--- config.mk ---
export PLATFORM = sky130hd
export DESIGN_NAME = fc1_layer
export DESIGN_NICKNAME = d
export VERILOG_FILES = /design/src/rtl/fc1_layer.sv
export SDC_FILE = /design/constraint.sdc
export NUM_CORES = 2
export LEC_CHECK = 0
export BUFFER_PORTS_ARGS = -buffer_cell sky130_fd_sc_hd__buf_2
export CORE_MARGIN = 2
export CORE_UTILIZATION = 35
export DETAILED_ROUTE_END_ITERATION = 10
export GPL_TIMING_DRIVEN = 0
export HOLD_SLACK_MARGIN = 0.02
export PLACE_DENSITY = 0.52
export SLEW_MARGIN = 10
export SYNTH_ARGS = -nofsm -noshare
export SYNTH_HDL_FRONTEND = slang
export SYNTH_SLANG_ARGS = --single-unit
--- constraint.sdc ---
create_clock -name clk -period 10.2 [get_ports clk]
set_input_delay 1.53 -clock clk [delete_from_list [all_inputs] [get_ports clk]]
set_output_delay 1.53 -clock clk [all_outputs]
set_load 0.01 [all_outputs]
--- src/rtl/fc1_layer.sv ---
// First FC layer of the classifier head: serial int8 MAC per neuron, 32-bit requantize, int8 writeback.
// Optional FC1_INPUT_BUF_EN keeps the input vector in registers after neuron 0 so RAM is read only once per run.
module fc1_layer #(
  parameter int          N_IN     = 48,
  parameter int          N_OUT    = 12,
  parameter logic [15:0] IN_BASE  = 16'h0000,
  parameter logic [15:0] OUT_BASE = 16'h8000,
  parameter int          W_BASE   = 21288,
  parameter int          Q_BASE   = 108,
  parameter int          RD_LAT   = 2
) (
  input  logic               clk,
  input  logic               rst_n,
  input  logic               start,
  output logic               busy,
  output logic               done,
  output logic [15:0]        ram_addr_r,
  output logic               ram_en_r,
  input  logic signed [7:0]  ram_data_r,
  output logic [15:0]        rom_addr_w,
  output logic               rom_en_w,
  input  logic signed [7:0]  rom_data_w,
  output logic [8:0]         rom_addr_q,
  output logic               rom_en_q,
  input  logic signed [31:0] rom_data_q,
  output logic [15:0]        ram_addr_w,
  output logic signed [7:0]  ram_data_w,
  output logic               ram_en,
  output logic               ram_wea
);

  localparam int CW = $clog2(N_IN + RD_LAT + 4);
  localparam int NW = $clog2(N_OUT + 1);
  localparam int KW = $clog2(N_IN);

  localparam logic [2:0] IDLE   = 3'd0;
  localparam logic [2:0] LOAD_Q = 3'd1;
  localparam logic [2:0] MAC    = 3'd2;
  localparam logic [2:0] REQ    = 3'd3;
  localparam logic [2:0] WRITE  = 3'd4;
  localparam logic [2:0] FINISH = 3'd5;

  logic [2:0]          state;
  logic [CW-1:0]       cnt;
  logic [NW-1:0]       n;
  logic signed [31:0]  acc, q0, q1, q2, t;
  logic signed [63:0]  p;
  logic signed [32:0]  r;
  logic signed [7:0]   out8;
  logic signed [7:0]   x_in;
  logic signed [15:0]  prod;
  logic                rd_x;
  logic                mac_data;
  logic [KW-1:0]       kx;

  // Data for issue slot k arrives RD_LAT cycles later, when cnt = k + RD_LAT.
  assign mac_data = (cnt >= CW'(RD_LAT)) && (cnt < CW'(N_IN + RD_LAT));
  assign kx       = KW'(cnt - CW'(RD_LAT));

`ifdef FC1_INPUT_BUF_EN
  logic signed [7:0] xbuf [N_IN];

  always_ff @(posedge clk) begin
    if (state == MAC && n == '0 && mac_data)
      xbuf[kx] <= ram_data_r;
  end

  assign rd_x = (n == '0);
  assign x_in = rd_x ? ram_data_r : xbuf[kx];
`else
  assign rd_x = 1'b1;
  assign x_in = ram_data_r;
`endif

  assign prod = x_in * rom_data_w;

  always_ff @(posedge clk or negedge rst_n) begin
    if (!rst_n) begin
      state <= IDLE;
      cnt   <= '0;
      n     <= '0;
      acc   <= '0;
      q0    <= '0;
      q1    <= '0;
      q2    <= '0;
      t     <= '0;
      p     <= '0;
      r     <= '0;
      out8  <= '0;
    end else begin
      case (state)
        IDLE: if (start) begin
          state <= LOAD_Q;
          cnt   <= '0;
          n     <= '0;
        end
        LOAD_Q: begin
          if (cnt == CW'(RD_LAT))     q0 <= rom_data_q;
          if (cnt == CW'(RD_LAT + 1)) q1 <= rom_data_q;
          if (cnt == CW'(RD_LAT + 2)) begin
            q2    <= rom_data_q;
            state <= MAC;
            cnt   <= '0;
            acc   <= '0;
          end else begin
            cnt <= cnt + 1'b1;
          end
        end
        MAC: begin
          if (mac_data) acc <= acc + 32'(prod);
          if (cnt == CW'(N_IN + RD_LAT - 1)) begin
            state <= REQ;
            cnt   <= '0;
          end else begin
            cnt <= cnt + 1'b1;
          end
        end
        REQ: begin
          cnt <= cnt + 1'b1;
          case (cnt[1:0])
            2'd0: t <= acc - q1 + q2;
            2'd1: p <= 64'(t) * 64'(q0);
            2'd2: r <= $signed({p[63], p[63:32]}) + $signed({32'd0, p[31]});
            default: begin
              if (r <= 33'sd0)        out8 <= -8'sd128;
              else if (r >= 33'sd255) out8 <= 8'sd127;
              else                    out8 <= $signed(r[7:0] ^ 8'h80);
              state <= WRITE;
              cnt   <= '0;
            end
          endcase
        end
        WRITE: begin
          if (n == NW'(N_OUT - 1)) begin
            state <= FINISH;
          end else begin
            n     <= n + 1'b1;
            state <= LOAD_Q;
          end
          cnt <= '0;
        end
        FINISH: begin
          state <= IDLE;
          n     <= '0;
        end
        default: state <= IDLE;
      endcase
    end
  end

  always_comb begin
    busy       = 1'b0;
    done       = 1'b0;
    ram_addr_r = '0;
    ram_en_r   = 1'b0;
    rom_addr_w = '0;
    rom_en_w   = 1'b0;
    rom_addr_q = '0;
    rom_en_q   = 1'b0;
    ram_addr_w = '0;
    ram_data_w = '0;
    ram_en     = 1'b0;
    ram_wea    = 1'b0;
    case (state)
      LOAD_Q: begin
        busy = 1'b1;
        if (cnt < CW'(3)) begin
          rom_en_q   = 1'b1;
          rom_addr_q = 9'(Q_BASE) + 9'(n) * 9'd3 + 9'(cnt);
        end
      end
      MAC: begin
        busy = 1'b1;
        if (cnt < CW'(N_IN)) begin
          rom_en_w   = 1'b1;
          rom_addr_w = 16'(W_BASE) + 16'(n) * 16'(N_IN) + 16'(cnt);
          if (rd_x) begin
            ram_en_r   = 1'b1;
            ram_addr_r = IN_BASE + 16'(cnt);
          end
        end
      end
      REQ: busy = 1'b1;
      WRITE: begin
        busy       = 1'b1;
        ram_en     = 1'b1;
        ram_wea    = 1'b1;
        ram_addr_w = OUT_BASE + 16'(n);
        ram_data_w = out8;
      end
      FINISH: done = 1'b1;
      default: ;
    endcase
  end

endmodule

# --- After elaboration in Yosys (flattened, before gate mapping) ---
# Index checks and enable logic that the tools add are counted.
classes:
  add_sub_neg: 11
  multipliers: 4
  n_lt_le_gt_ge: 6
  eq_ne: 18
  mux: 34
  bitwise_logic: 2
  reduce_logical: 19
op_table:
  columns: ["operator", "count"]
  rows:
  - ["32-bit by 32-bit multiplier with 64-bit output", 1]
  - ["32-bit two-way mux", 2]
  - ["32-bit case mux with 2 select lines", 1]
  - ["16-bit two-way mux", 3]
  - ["6-bit two-way mux", 6]
  - ["32-bit by 2-bit adder with 33-bit output", 1]
  - ["33-bit by 9-bit greater-or-equal comparator with 1-bit output, second input constant", 1]
  - ["33-bit by 1-bit <= comparator with 1-bit output, second input constant", 1]
  - ["32-bit by 16-bit adder with 32-bit output", 1]
  - ["32-bit adder", 1]
  - ["32-bit subtractor", 1]
  - ["6-bit case mux with 5 select lines", 1]
  - ["8-bit two-way mux", 3]
  - ["9-bit two-way mux", 2]
  - ["15-bit by 10-bit adder with 16-bit output, first input constant", 1]
  - ["16-bit by 4-bit adder with 16-bit output, first input constant", 1]
  - ["16-bit by 6-bit adder with 16-bit output", 1]
  - ["8-bit by 8-bit multiplier with 16-bit output", 1]
  - ["2-bit AND reduction", 8]
  - ["3-bit two-way mux", 5]
  - ["3-bit case mux with 5 select lines", 1]
  - ["6-bit by 2-bit == test with 1-bit output, second input constant", 2]
  - ["6-bit < comparator, second input constant", 2]
  - ["4-bit by 2-bit multiplier with 6-bit output, second input constant", 2]
  - ["other kinds (29)", 45]
totals:
  reg_bits: 278
  input_bits: 51
  output_inout_bits: 72
  elab_cells: 105

# --- Depth between registers and ports, before layout ---
logic_depth:
  depth_word: 5
  ltp_mapped: 30
  mapped_depth_nobuf: 28

# --- Worst setup path after synthesis ---
# OpenSTA, ideal clock, no wires.
synth_timing:
  path_type: "register to register"
  from: "register t[31]"
  to: "register p[60]"
  setup_ps: 135
  arrival_time_ps: 7767
  required_time_ps: 10065
  slack_ps: 2298
  stages_incl_launch_ff: 29
  n_path_buf: 2
  synth_period_minus_slack_ps: 7902
  cell_sequence: "dfrtp_1 clkbuf_1 nand2_1 inv_1 fa_1 inv_1 fa_1 inv_1 fa_1 fa_1 inv_1 fa_1 inv_1 fa_1 inv_1 fa_1 fa_1 inv_1 ha_1 clkbuf_1 a21oi_1 o21ai_0 a21oi_1 nor2b_1 a311oi_4 a21oi_2 o41ai_4 mux2i_1 o311ai_1"
synth_via:
  elab_chain_len: 1
synth_lines:
  columns: ["element", "line_no", "rtl"]
  rows:
  - ["start: declaration", "46", "logic signed [31:0] acc, q0, q1, q2, t;"]
  - ["start signal: assignment", "121", "2'd0: t <= acc - q1 + q2;"]
  - ["32-bit by 32-bit multiplier with 64-bit output", "122", "2'd1: p <= 64'(t) * 64'(q0);"]
  - ["end signal: assignment", "122", null]
  - ["end: declaration", "47", "logic signed [63:0] p;"]
# No other way between the ends.
# A chain may end at the register's enable or synchronous reset.

# --- Final worst setup path ---
layout_timing:
  from: "register t[24]"
  to: "register p[60]"
# The elaborated chain is that of the path after synthesis.

==> metrics.txt <==
status finished clean; Slew @ Worst Pin 1370 ps; CP peak stage delay 980 ps; synth unique cells 72; Chip Height 398 um; final wirelength 197 mm; crit share post-route 99.4%; Residual DRC 0; final instance area 58500 sq um; Cell Area, Synth 54300 sq um; pwr dens 139 nW/um^2; dpl hpwl 162 mm; area post-placement 57500 sq um; gpl congestion 1.03; clk slew on worst S/H paths 60 ps; Seq pwr share 15.1%; Final Hold Viols 0; internal power 0.00416 W; critical path class register to register; die area 158000 sq um; number of I/O pins 123; sequential area share after synthesis 11.4%; most common cell after layout, fill and taps aside inv_1; vias in the first global route 42629; Worst Skew 15.1 ps; Hold Crit Class register to register; Hold Slack 467 ps; multi-input combinational cell area 42100 sq um; EDFF count, synth 0; Sequential cell area 6180 sq um; Slowest-stage cell, CP clkbuf_1; Clock power frac 12.6%; vias 40322; Fmax 98.7 MHz; Ys Warns 0; post-route minimum period 10130 ps; Final #Nets 7485; DR WL/cell 24.8 um; Slew headroom 7.50%; DRT Pass-1 Iters 5; GRT Total Usage 25.5%; max-cap violations 0; ys async rst share 100%; Filler cells 15854; Primary FF master, synth dfrtp_1; Root Driver clkbuf_16; Syn-to-layout area delta 7.87%; clock sink total 247; Crit path arrival time 10570 ps; Required @ worst endpoint 10640 ps; Starting Density 35.2%; core area 154000 sq um; met3 GRT Util 5.98%; cell family with most CP delay adder cells; crit path launch type register; gr ovfl total 0; CTS H-tree depth 1; share of layout cells above drive strength 1 4.76%; Avg Synthesized Cell Area 9.50 sq um; Psw 0.00398 W; Slew Limit Fails 0; CP Max Fanout 10; RSZ-0062 raised after global routing false; Final Core Density 38.0%; Lkg Pwr 29.4 nW; port bufs 96; die extent in x 398 um; Peak VDD IR 0.362 mV; overall power 0.00813 W; #FFs+latches synth 247; crit path capture type register; worst skew pair latency 580 ps; met2 Usage GRT 39.5%; Clock Path Buffers 3; total CTS buffers 29; CP bufs+invs 5; Most Crowded Layer GR met2; CTS tree yes; Comb power frac 72.4%; hold-fix buffers at CTS 0; largest net degree at the start of global routing 95; first-pass GRT wire length 290 mm; most frequent cells in the layout 1303 x inv_1, 1252 x fa_1, 712 x nand2_1, 554 x and2_1, 313 x ha_1; M1 GR Usage 33.7%; initial antenna violation count 38; vias per cell 5.07; final setup fails 0; Antenna Nets Post-Route 0; sw frac 48.9%; detailed router's first-iteration violation count 3418; Post-Syn Instances 5711; row count 144; most frequent CP cell fa_1
[stage by stage]
stage                     setup TNS [ps]  cells  worst slack (ps)
after floorplan                        0   5734              2300
final                                  0   7954              66.0
after global routing                   0   7933              2.07
after CTS                              0   7930              38.2
after detailed placement            -683   7879              -240
after global placement              -496   7874              -185
[cells by family after synthesis]
family                     count (synthesis)  share of synthesized area (%)
adders and majority gates               1567                           53.5
muxes                                     73                           1.51
AOI/OAI and AO/OA                        500                           5.66
xor gates and xnor gates                 145                           2.34
DFF                                      247                           11.4
and+or+nand+nor                         1592                           14.4
buffers and inverters                   1586                           11.2
other                                      1                        0.00691
[power by group through the flow]
stage | Combinational (W) | Clock (W) | Sequential (W)
final | 0.00589 | 0.00102 | 0.00123
after global routing | 0.00668 | 0.00109 | 0.00124
after CTS | 0.00596 | 0.00105 | 0.00122
after detailed placement | 0.00592 | 0 | 0.00124
after global placement | 0.00581 | 0 | 0.00124
after floorplan | 0.00439 | 0 | 0.00121
[worst min-delay path: cells and delay by family (launching register included)]
family        cells  cell delay (ps)
flops             1              340
simple gates      2              100
[state kept, by name, indices dropped and copies added, names as in the netlist]
signal  flops
cnt         6
state       3
acc        32
r          33
out8        8
t          32
q2         32
n           4
q1         32
q0         32
p          33
[cells in the mapped netlist (4+ instances only)]
| library cell | n | area share, % |
|---|---|---|
| a211oi_1 | 14 | 0.19 |
| o21bai_1 | 12 | 0.17 |
| fa_1 | 1254 | 46 |
| nand4_1 | 18 | 0.21 |
| a21oi_1 | 106 | 0.98 |
| dfrtp_1 | 247 | 11 |
| a21o_1 | 63 | 0.87 |
| or3_1 | 5 | 0.058 |
| nor2_1 | 112 | 0.77 |
| nand2b_1 | 23 | 0.27 |
| nor3_1 | 18 | 0.17 |
| o21ai_0 | 210 | 1.9 |
| and3_1 | 25 | 0.29 |
| nor3b_1 | 5 | 0.069 |
| xor2_1 | 64 | 1.0 |
| mux2_2 | 71 | 1.5 |
| inv_1 | 1304 | 9.0 |
| ha_1 | 313 | 7.2 |
| xnor2_1 | 81 | 1.3 |
| nor4_1 | 10 | 0.12 |
| nand2_1 | 713 | 4.9 |
| and4_1 | 9 | 0.15 |
| o21a_1 | 12 | 0.17 |
| o2111ai_1 | 4 | 0.065 |
| clkbuf_1 | 243 | 1.7 |
| and2_1 | 554 | 6.4 |
| a21boi_0 | 6 | 0.083 |
| buf_4 | 32 | 0.44 |
| nor2b_1 | 17 | 0.20 |
| o21ai_1 | 4 | 0.037 |
| o31ai_1 | 16 | 0.22 |
| buf_1 | 7 | 0.048 |
| or2_2 | 5 | 0.058 |
| nand3_1 | 69 | 0.64 |
| a31oi_1 | 8 | 0.092 |
[final cells by class]
type,count,area share (%)
Timing Repair Buffer,102,1.03
Antenna cell,23,0.0983
Inverter,1304,8.36
Tap cell,2044,4.37
Buffer,282,2.06
Clock buffer,43,1.45
Multi-Input combinational cell,3901,72.0
Clock inverter,8,0.124
Sequential cell,247,10.6
[per-layer routing]
layer	up-vias	wire length [um]
met5	-	137
met4	22	11100
met3	422	18900
met2	1709	88000
met1	20979	79100
li1	17190	-
[path summary, 6_finish.rpt]
check | depth (start not counted) | start | slack (ps) | to
max | 25 | t[24] | 70 | p[60]
min | 2 | out8[4] | 470 | out8[4]
max reg2reg | 25 | t[24] | 70 | p[60]
min reg2reg | 2 | out8[4] | 470 | out8[4]
max in group asynchronous | 3 | rst_n | 8000 | q0[25]
min in group asynchronous | 1 | rst_n | 970 | state[2]
[timing repair]
action	CTS	global route
setup endpoints to repair	4	2
buffers inserted	0	0
resized for setup	2	11
(Power assumes the default switching activity.)
